--- config.mk ---
export PLATFORM = sky130hd
export DESIGN_NAME = vga_ctrl
export DESIGN_NICKNAME = d
export VERILOG_FILES = /design/src/rtl/vga_ctrl_pkg.sv /design/src/rtl/vga_ctrl_timing_cnt.sv /design/src/rtl/vga_ctrl.sv
export SDC_FILE = /design/constraint.sdc
export NUM_CORES = 1
export LEC_CHECK = 0
export BUFFER_PORTS_ARGS = -buffer_cell sky130_fd_sc_hd__buf_4
export CORE_MARGIN = 5
export CORE_UTILIZATION = 52
export CTS_CLUSTER_DIAMETER = 80
export DETAILED_ROUTE_END_ITERATION = 10
export GPL_TIMING_DRIVEN = 0
export PLACE_DENSITY_LB_ADDON = 0.2
export SYNTH_ARGS = -nofsm -noshare
export SYNTH_HDL_FRONTEND = slang
export SYNTH_SLANG_ARGS = --single-unit
--- constraint.sdc ---
create_clock -name vga_clk -period 2.1 [get_ports vga_clk]
set_input_delay 0.105 -clock vga_clk [delete_from_list [all_inputs] [get_ports vga_clk]]
set_output_delay 0.105 -clock vga_clk [all_outputs]
set_load 0.05 [all_outputs]
--- src/rtl/vga_ctrl_pkg.sv ---
// vga_ctrl_pkg: 640x480@60 timing constants, counter width and RGB565 colours shared by the VGA controller.
package vga_ctrl_pkg;
    localparam int H_SYNC  = 96;
    localparam int H_BACK  = 48;
    localparam int H_VALID = 640;
    localparam int H_FRONT = 16;
    localparam int V_SYNC  = 2;
    localparam int V_BACK  = 33;
    localparam int V_VALID = 480;
    localparam int V_FRONT = 10;
    localparam int VGA_WIDTH  = H_VALID;
    localparam int VGA_HEIGHT = V_VALID;
    localparam int CNT_W = 10;
    localparam logic [CNT_W-1:0] PIX_NONE = 10'h3FF;
    localparam logic [15:0] BLACK = 16'h0000;
    localparam logic [15:0] WHITE = 16'hFFFF;
endpackage

--- src/rtl/vga_ctrl_timing_cnt.sv ---
// vga_ctrl_timing_cnt: enabled wrap-around counter 0..MAX with terminal-count flag.
module vga_ctrl_timing_cnt #(
    parameter int MAX = 799
) (
    input  logic                              i_clk,
    input  logic                              i_rst,
    input  logic                              i_en,
    output logic [vga_ctrl_pkg::CNT_W-1:0]    o_cnt,
    output logic                              o_tc
);
    import vga_ctrl_pkg::*;

    logic [CNT_W-1:0] r_cnt;

    always_ff @(posedge i_clk or posedge i_rst)
        if (i_rst)
            r_cnt <= '0;
        else if (i_en)
            r_cnt <= o_tc ? '0 : r_cnt + 1'b1;

    assign o_cnt = r_cnt;
    assign o_tc  = r_cnt == CNT_W'(MAX);
endmodule

--- src/rtl/vga_ctrl.sv ---
// vga_ctrl: VGA raster timing generator; requests pixels one cycle ahead and
// registers the answer to rgb in step with hsync/vsync.
module vga_ctrl #(
    parameter int   H_SYNC   = vga_ctrl_pkg::H_SYNC,
    parameter int   H_BACK   = vga_ctrl_pkg::H_BACK,
    parameter int   H_VALID  = vga_ctrl_pkg::H_VALID,
    parameter int   H_FRONT  = vga_ctrl_pkg::H_FRONT,
    parameter int   V_SYNC   = vga_ctrl_pkg::V_SYNC,
    parameter int   V_BACK   = vga_ctrl_pkg::V_BACK,
    parameter int   V_VALID  = vga_ctrl_pkg::V_VALID,
    parameter int   V_FRONT  = vga_ctrl_pkg::V_FRONT,
    parameter logic SYNC_POL = 1'b0
) (
    input  logic        vga_clk,
    input  logic        sys_rst,
    input  logic [15:0] pix_data,
    output logic [9:0]  pix_x,
    output logic [9:0]  pix_y,
    output logic        pix_req,
    output logic        hsync,
    output logic        vsync,
    output logic [15:0] rgb,
    output logic        rgb_valid,
    output logic        frame_start,
    output logic        line_start
);
    import vga_ctrl_pkg::*;

    localparam int HA      = H_SYNC + H_BACK;
    localparam int VA      = V_SYNC + V_BACK;
    localparam int H_TOTAL = HA + H_VALID + H_FRONT;
    localparam int V_TOTAL = VA + V_VALID + V_FRONT;
    localparam logic [CNT_W-1:0] HREQ_LO = CNT_W'(HA - 1);
    localparam logic [CNT_W-1:0] HREQ_HI = CNT_W'(HA + H_VALID - 2);
    localparam logic [CNT_W-1:0] HACT_LO = CNT_W'(HA);
    localparam logic [CNT_W-1:0] HACT_HI = CNT_W'(HA + H_VALID - 1);
    localparam logic [CNT_W-1:0] VACT_LO = CNT_W'(VA);
    localparam logic [CNT_W-1:0] VACT_HI = CNT_W'(VA + V_VALID - 1);
    localparam logic [CNT_W-1:0] HS_END  = CNT_W'(H_SYNC);
    localparam logic [CNT_W-1:0] VS_END  = CNT_W'(V_SYNC);

    logic [CNT_W-1:0] w_h, w_v;
    logic             w_h_tc, w_unused_v_tc, w_v_act, w_act;

    vga_ctrl_timing_cnt #(.MAX(H_TOTAL - 1)) u_h_cnt (
        .i_clk(vga_clk), .i_rst(sys_rst), .i_en(1'b1), .o_cnt(w_h), .o_tc(w_h_tc)
    );

    vga_ctrl_timing_cnt #(.MAX(V_TOTAL - 1)) u_v_cnt (
        .i_clk(vga_clk), .i_rst(sys_rst), .i_en(w_h_tc), .o_cnt(w_v), .o_tc(w_unused_v_tc)
    );

    // Requests lead the active window by one column to absorb the source latency.
    assign w_v_act = (w_v >= VACT_LO) && (w_v <= VACT_HI);
    assign pix_req = (w_h >= HREQ_LO) && (w_h <= HREQ_HI) && w_v_act;
    assign pix_x   = pix_req ? w_h - HREQ_LO : PIX_NONE;
    assign pix_y   = pix_req ? w_v - VACT_LO : PIX_NONE;
    assign w_act   = (w_h >= HACT_LO) && (w_h <= HACT_HI) && w_v_act;

    always_ff @(posedge vga_clk or posedge sys_rst)
        if (sys_rst) begin
            hsync       <= ~SYNC_POL;
            vsync       <= ~SYNC_POL;
            rgb         <= BLACK;
            rgb_valid   <= 1'b0;
            frame_start <= 1'b0;
            line_start  <= 1'b0;
        end else begin
            hsync       <= (w_h < HS_END) ? SYNC_POL : ~SYNC_POL;
            vsync       <= (w_v < VS_END) ? SYNC_POL : ~SYNC_POL;
            rgb         <= w_act ? pix_data : BLACK;
            rgb_valid   <= w_act;
            frame_start <= (w_h == '0) && (w_v == '0);
            line_start  <= w_h == '0;
        end
endmodule

==> key figures <==
Critical path
  • Worst path slowest cell: dfrtp_1
  • WS Path Type: flip-flop to output port
  • Worst r2r dst: u_v_cnt.o_cnt[9]
  • Cell family with most CP delay: buffers and inverters
  • Reg2Reg Depth: 8
  • R2R Path Start: u_h_cnt.o_cnt[0]
  • CP peak stage delay: 0.39 ns
  • Startpoint Class: flip-flop
  • CP bufs+invs: 4
  • Critical Path AT: 2.16 ns
  • Most frequent CP cell: buf_4
  • Worst-path cell chain: buf_4 > ha_4 > a311o_1 > o21ai_2 > a22oi_2 > buf_4 > buf_8 > o211ai_1 > buf_4
  • Worst setup EP type: output port
  • CP Max Fanout: 5
  • CP required: 2.00 ns
  • Worst reg2reg setup slack: 0.17 ns

Timing
  • Setup repair after global routing missed its margin: yes
  • Final worst setup slack: -0.161 ns
  • Worst-Margin Slew: 0.862 ns
  • Min Tclk post-route: 2.26 ns
  • Fin. Hold Viols: 31
  • Slew headroom: 42.4%
  • Final setup vio count: 21
  • Worst clock skew: 0.00451 ns
  • Period utilization: 108%
  • Max Slew Vio Count: 0
  • Worst Hold Margin: -0.00772 ns
  • Max Clock Freq: 442 MHz

Clock tree
  • CTS max path bufs: 2
  • Hold buffer count at cts: 0
  • Num CTS Buffers: 5
  • Clock sink count: 41
  • Reg clk slew, reported paths: 0.08 ns
  • CTS tree: yes
  • Worst-skew pair later-pin latency: 0.30 ns
  • Root Buffer: clkbuf_8
  • H-tree depth: 2

Drt
  • Iteration-0 DRC Markers: 168
  • Final antenna-violating net count: 0
  • Routed len/inst: 18.9 um
  • Vias: 2064
  • DRC viols: 0
  • Pre-antenna DRT Iters: 4
  • Routed WL: 6690 um
  • DR vias/cell: 5.83

Yosys
  • Register area share after synthesis: 46.6%
  • Cell taking the most area after synthesis: dfrtp_1
  • Synth warnings: 0
  • Top_reg_cell synth: dfrtp_1
  • Yosys reg bits: 41
  • Post-synth ARST share: 100%
  • Netlist cell types: 42
  • Syn_area_per_cell: 9.90 um2
  • Cells after Synth: 223
  • Ranking of synthesized cells by area: dfrtp_1 (44%), xnor2_1 (5.2%), and2_1 (5.1%), nand3_1 (5.0%), ha_1 (3.4%)
  • EDFF count, synth: 0
  • Syn_nets: 247
  • Share of the synthesized area in the top cell type: 44.2%
  • Synthesized cell area: 2210 um2
  • Post-synth top cells: dfrtp_1 (39), nand3_1 (22), and2_1 (18), xnor2_1 (13), nand2_1 (12)
  • Most numerous cell in the Yosys netlist: dfrtp_1

Placement
  • Final HPWL DP: 3740 um
  • Buffers on Ports: 59
  • GPL Wtd Cong: 0.815
  • Setup WS pre-CTS: -0.109 ns
  • Post-DP Area: 2710 um2

Global routing
  • Grt ovf: 0
  • First-pass GRT wire length: 10200 um
  • Largest net degree at the start of global routing: 42
  • Initial antenna violation count: 0
  • Number of global-route vias before repair: 2024
  • All-Layer GR Usage: 23.9%

Floorplanning
  • Starting Density: 54.4%
  • Die W: 75.2 um
  • Rows: 23
  • Die ar.: 5650 um2
  • IO Pins: 60
  • Core area: 4060 um2
  • Die height: 75.2 um

Layout
  • Layout cells sized above 1: 43.8%
  • Final net count: 327
  • Number of diodes: 0
  • # fillers: 226
  • Cell area after layout: 3310 um2
  • Area Overhead vs Synth: 49.9%

Worst hold path
  • Worst hold path type: input port to async pin

Outcome
  • Status: finished, violations left
  • Failing checks: negative hold slack, negative setup slack

Power and ir drop
  • Pwr dens: 456 nW/um2
  • Total power: 1.51 mW
  • Max VDD drop: 0.301 mV
  • Leakage: 1.55 nW

Flow run
  • Max-Cap Viols: 0
## metal layers
layer	GRT usage, %	vias up	routed length (um)
li1	-	939	-
met1	31.1	981	2590
met2	39.9	124	3300
met3	4.67	20	622
met4	8.16	0	168
met5	0	-	0
## cell type report
type	count	area, um2	share of cell area, %
multi-input combinational	156	1230	37.3
sequential	41	1030	31.2
timing repair buffer	78	711	21.5
buffer	16	130	3.93
clock buffer	6	82.6	2.50
tap	50	62.6	1.89
clock inverter	2	37.5	1.13
inverter	5	18.8	0.567
## cells by family (layout without fill, tap and decap cells)
family	count (synthesis)	count (layout)	synth area share [%]
simple gates	99	99	25.4
buf+inv	26	107	5.50
fa+ha+maj	6	6	3.40
mux	1	1	0.454
flops	41	41	46.6
xor+xnor	21	21	8.33
compound gates	29	29	10.3
## worst reg2reg max path: cells and delay by family, from the launching register on
family	cells	cell delay (ns)
and+or+nand+nor	3	0.67
muxes	1	0.22
adders and majority gates	1	0.13
buffers and inverters	3	0.47
DFF	1	0.36
## placed cells by master (no fill, tap or decap), drive strengths merged, types with 2 or more instances in the layout
cell type / count
or3: 3
and2: 18
nor4: 3
nand4: 7
clkbuf: 9
and3: 4
nand2: 12
buf: 91
ha: 6
inv: 5
o21ai: 10
a21o: 2
dfrtp: 39
a31oi: 3
and4: 4
dfstp: 2
nor3: 7
nor2: 12
nand3: 22
nand4b: 2
a2111o: 2
nand3b: 3
xor2: 8
xnor2: 13
a21oi: 3
## through the flow
| stage | instances | utilization (%) | TNS (ns) |
|---|---|---|---|
| 2_1_floorplan | 223 | - | 0 |
| 3_3_place_gp | 332 | 66.9 | -0.934 |
| 3_5_place_dp | 332 | 66.9 | -1.37 |
| 4_1_cts | 353 | 78.9 | -0.631 |
| 5_1_grt | 354 | 81.5 | -3.38 |
| 6_report | 354 | 81.5 | -2.24 |
## power breakdown
part           leakage, nW  internal [mW]  switching, mW  total [mW]
logic                0.945         0.0199         0.0184      0.0382
registers            0.545          0.789              0       0.789
clock network       0.0574          0.387          0.295       0.682
## timing repair
action,4_1_cts,5_1_grt
buffers inserted,14,3
pin swaps,10,6
cloned,2,0
endpoints found under the setup margin,21,25
resized for setup,63,25
## state kept, by name (all words and copies together) (netlist names)
| signal | cells |
|---|---|
| hsync | 1 |
| vsync | 1 |
| u_h_cnt.o_cnt | 10 |
| rgb | 16 |
| u_v_cnt.o_cnt | 10 |
| frame_start | 1 |
| line_start | 1 |
| rgb_valid | 1 |
## worst max path at each step
stage	endpoint	cells past startpoint	start
2_1_floorplan	pix_x[7]	6	u_h_cnt.o_cnt[0]
3_3_place_gp	pix_x[8]	7	u_h_cnt.o_cnt[0]
3_5_place_dp	pix_x[8]	7	u_h_cnt.o_cnt[0]
4_1_cts	pix_x[7]	8	u_h_cnt.o_cnt[1]
5_1_grt	pix_x[7]	9	u_h_cnt.o_cnt[0]
6_report	pix_x[7]	9	u_h_cnt.o_cnt[0]
Power figures use the tool's default switching activity.
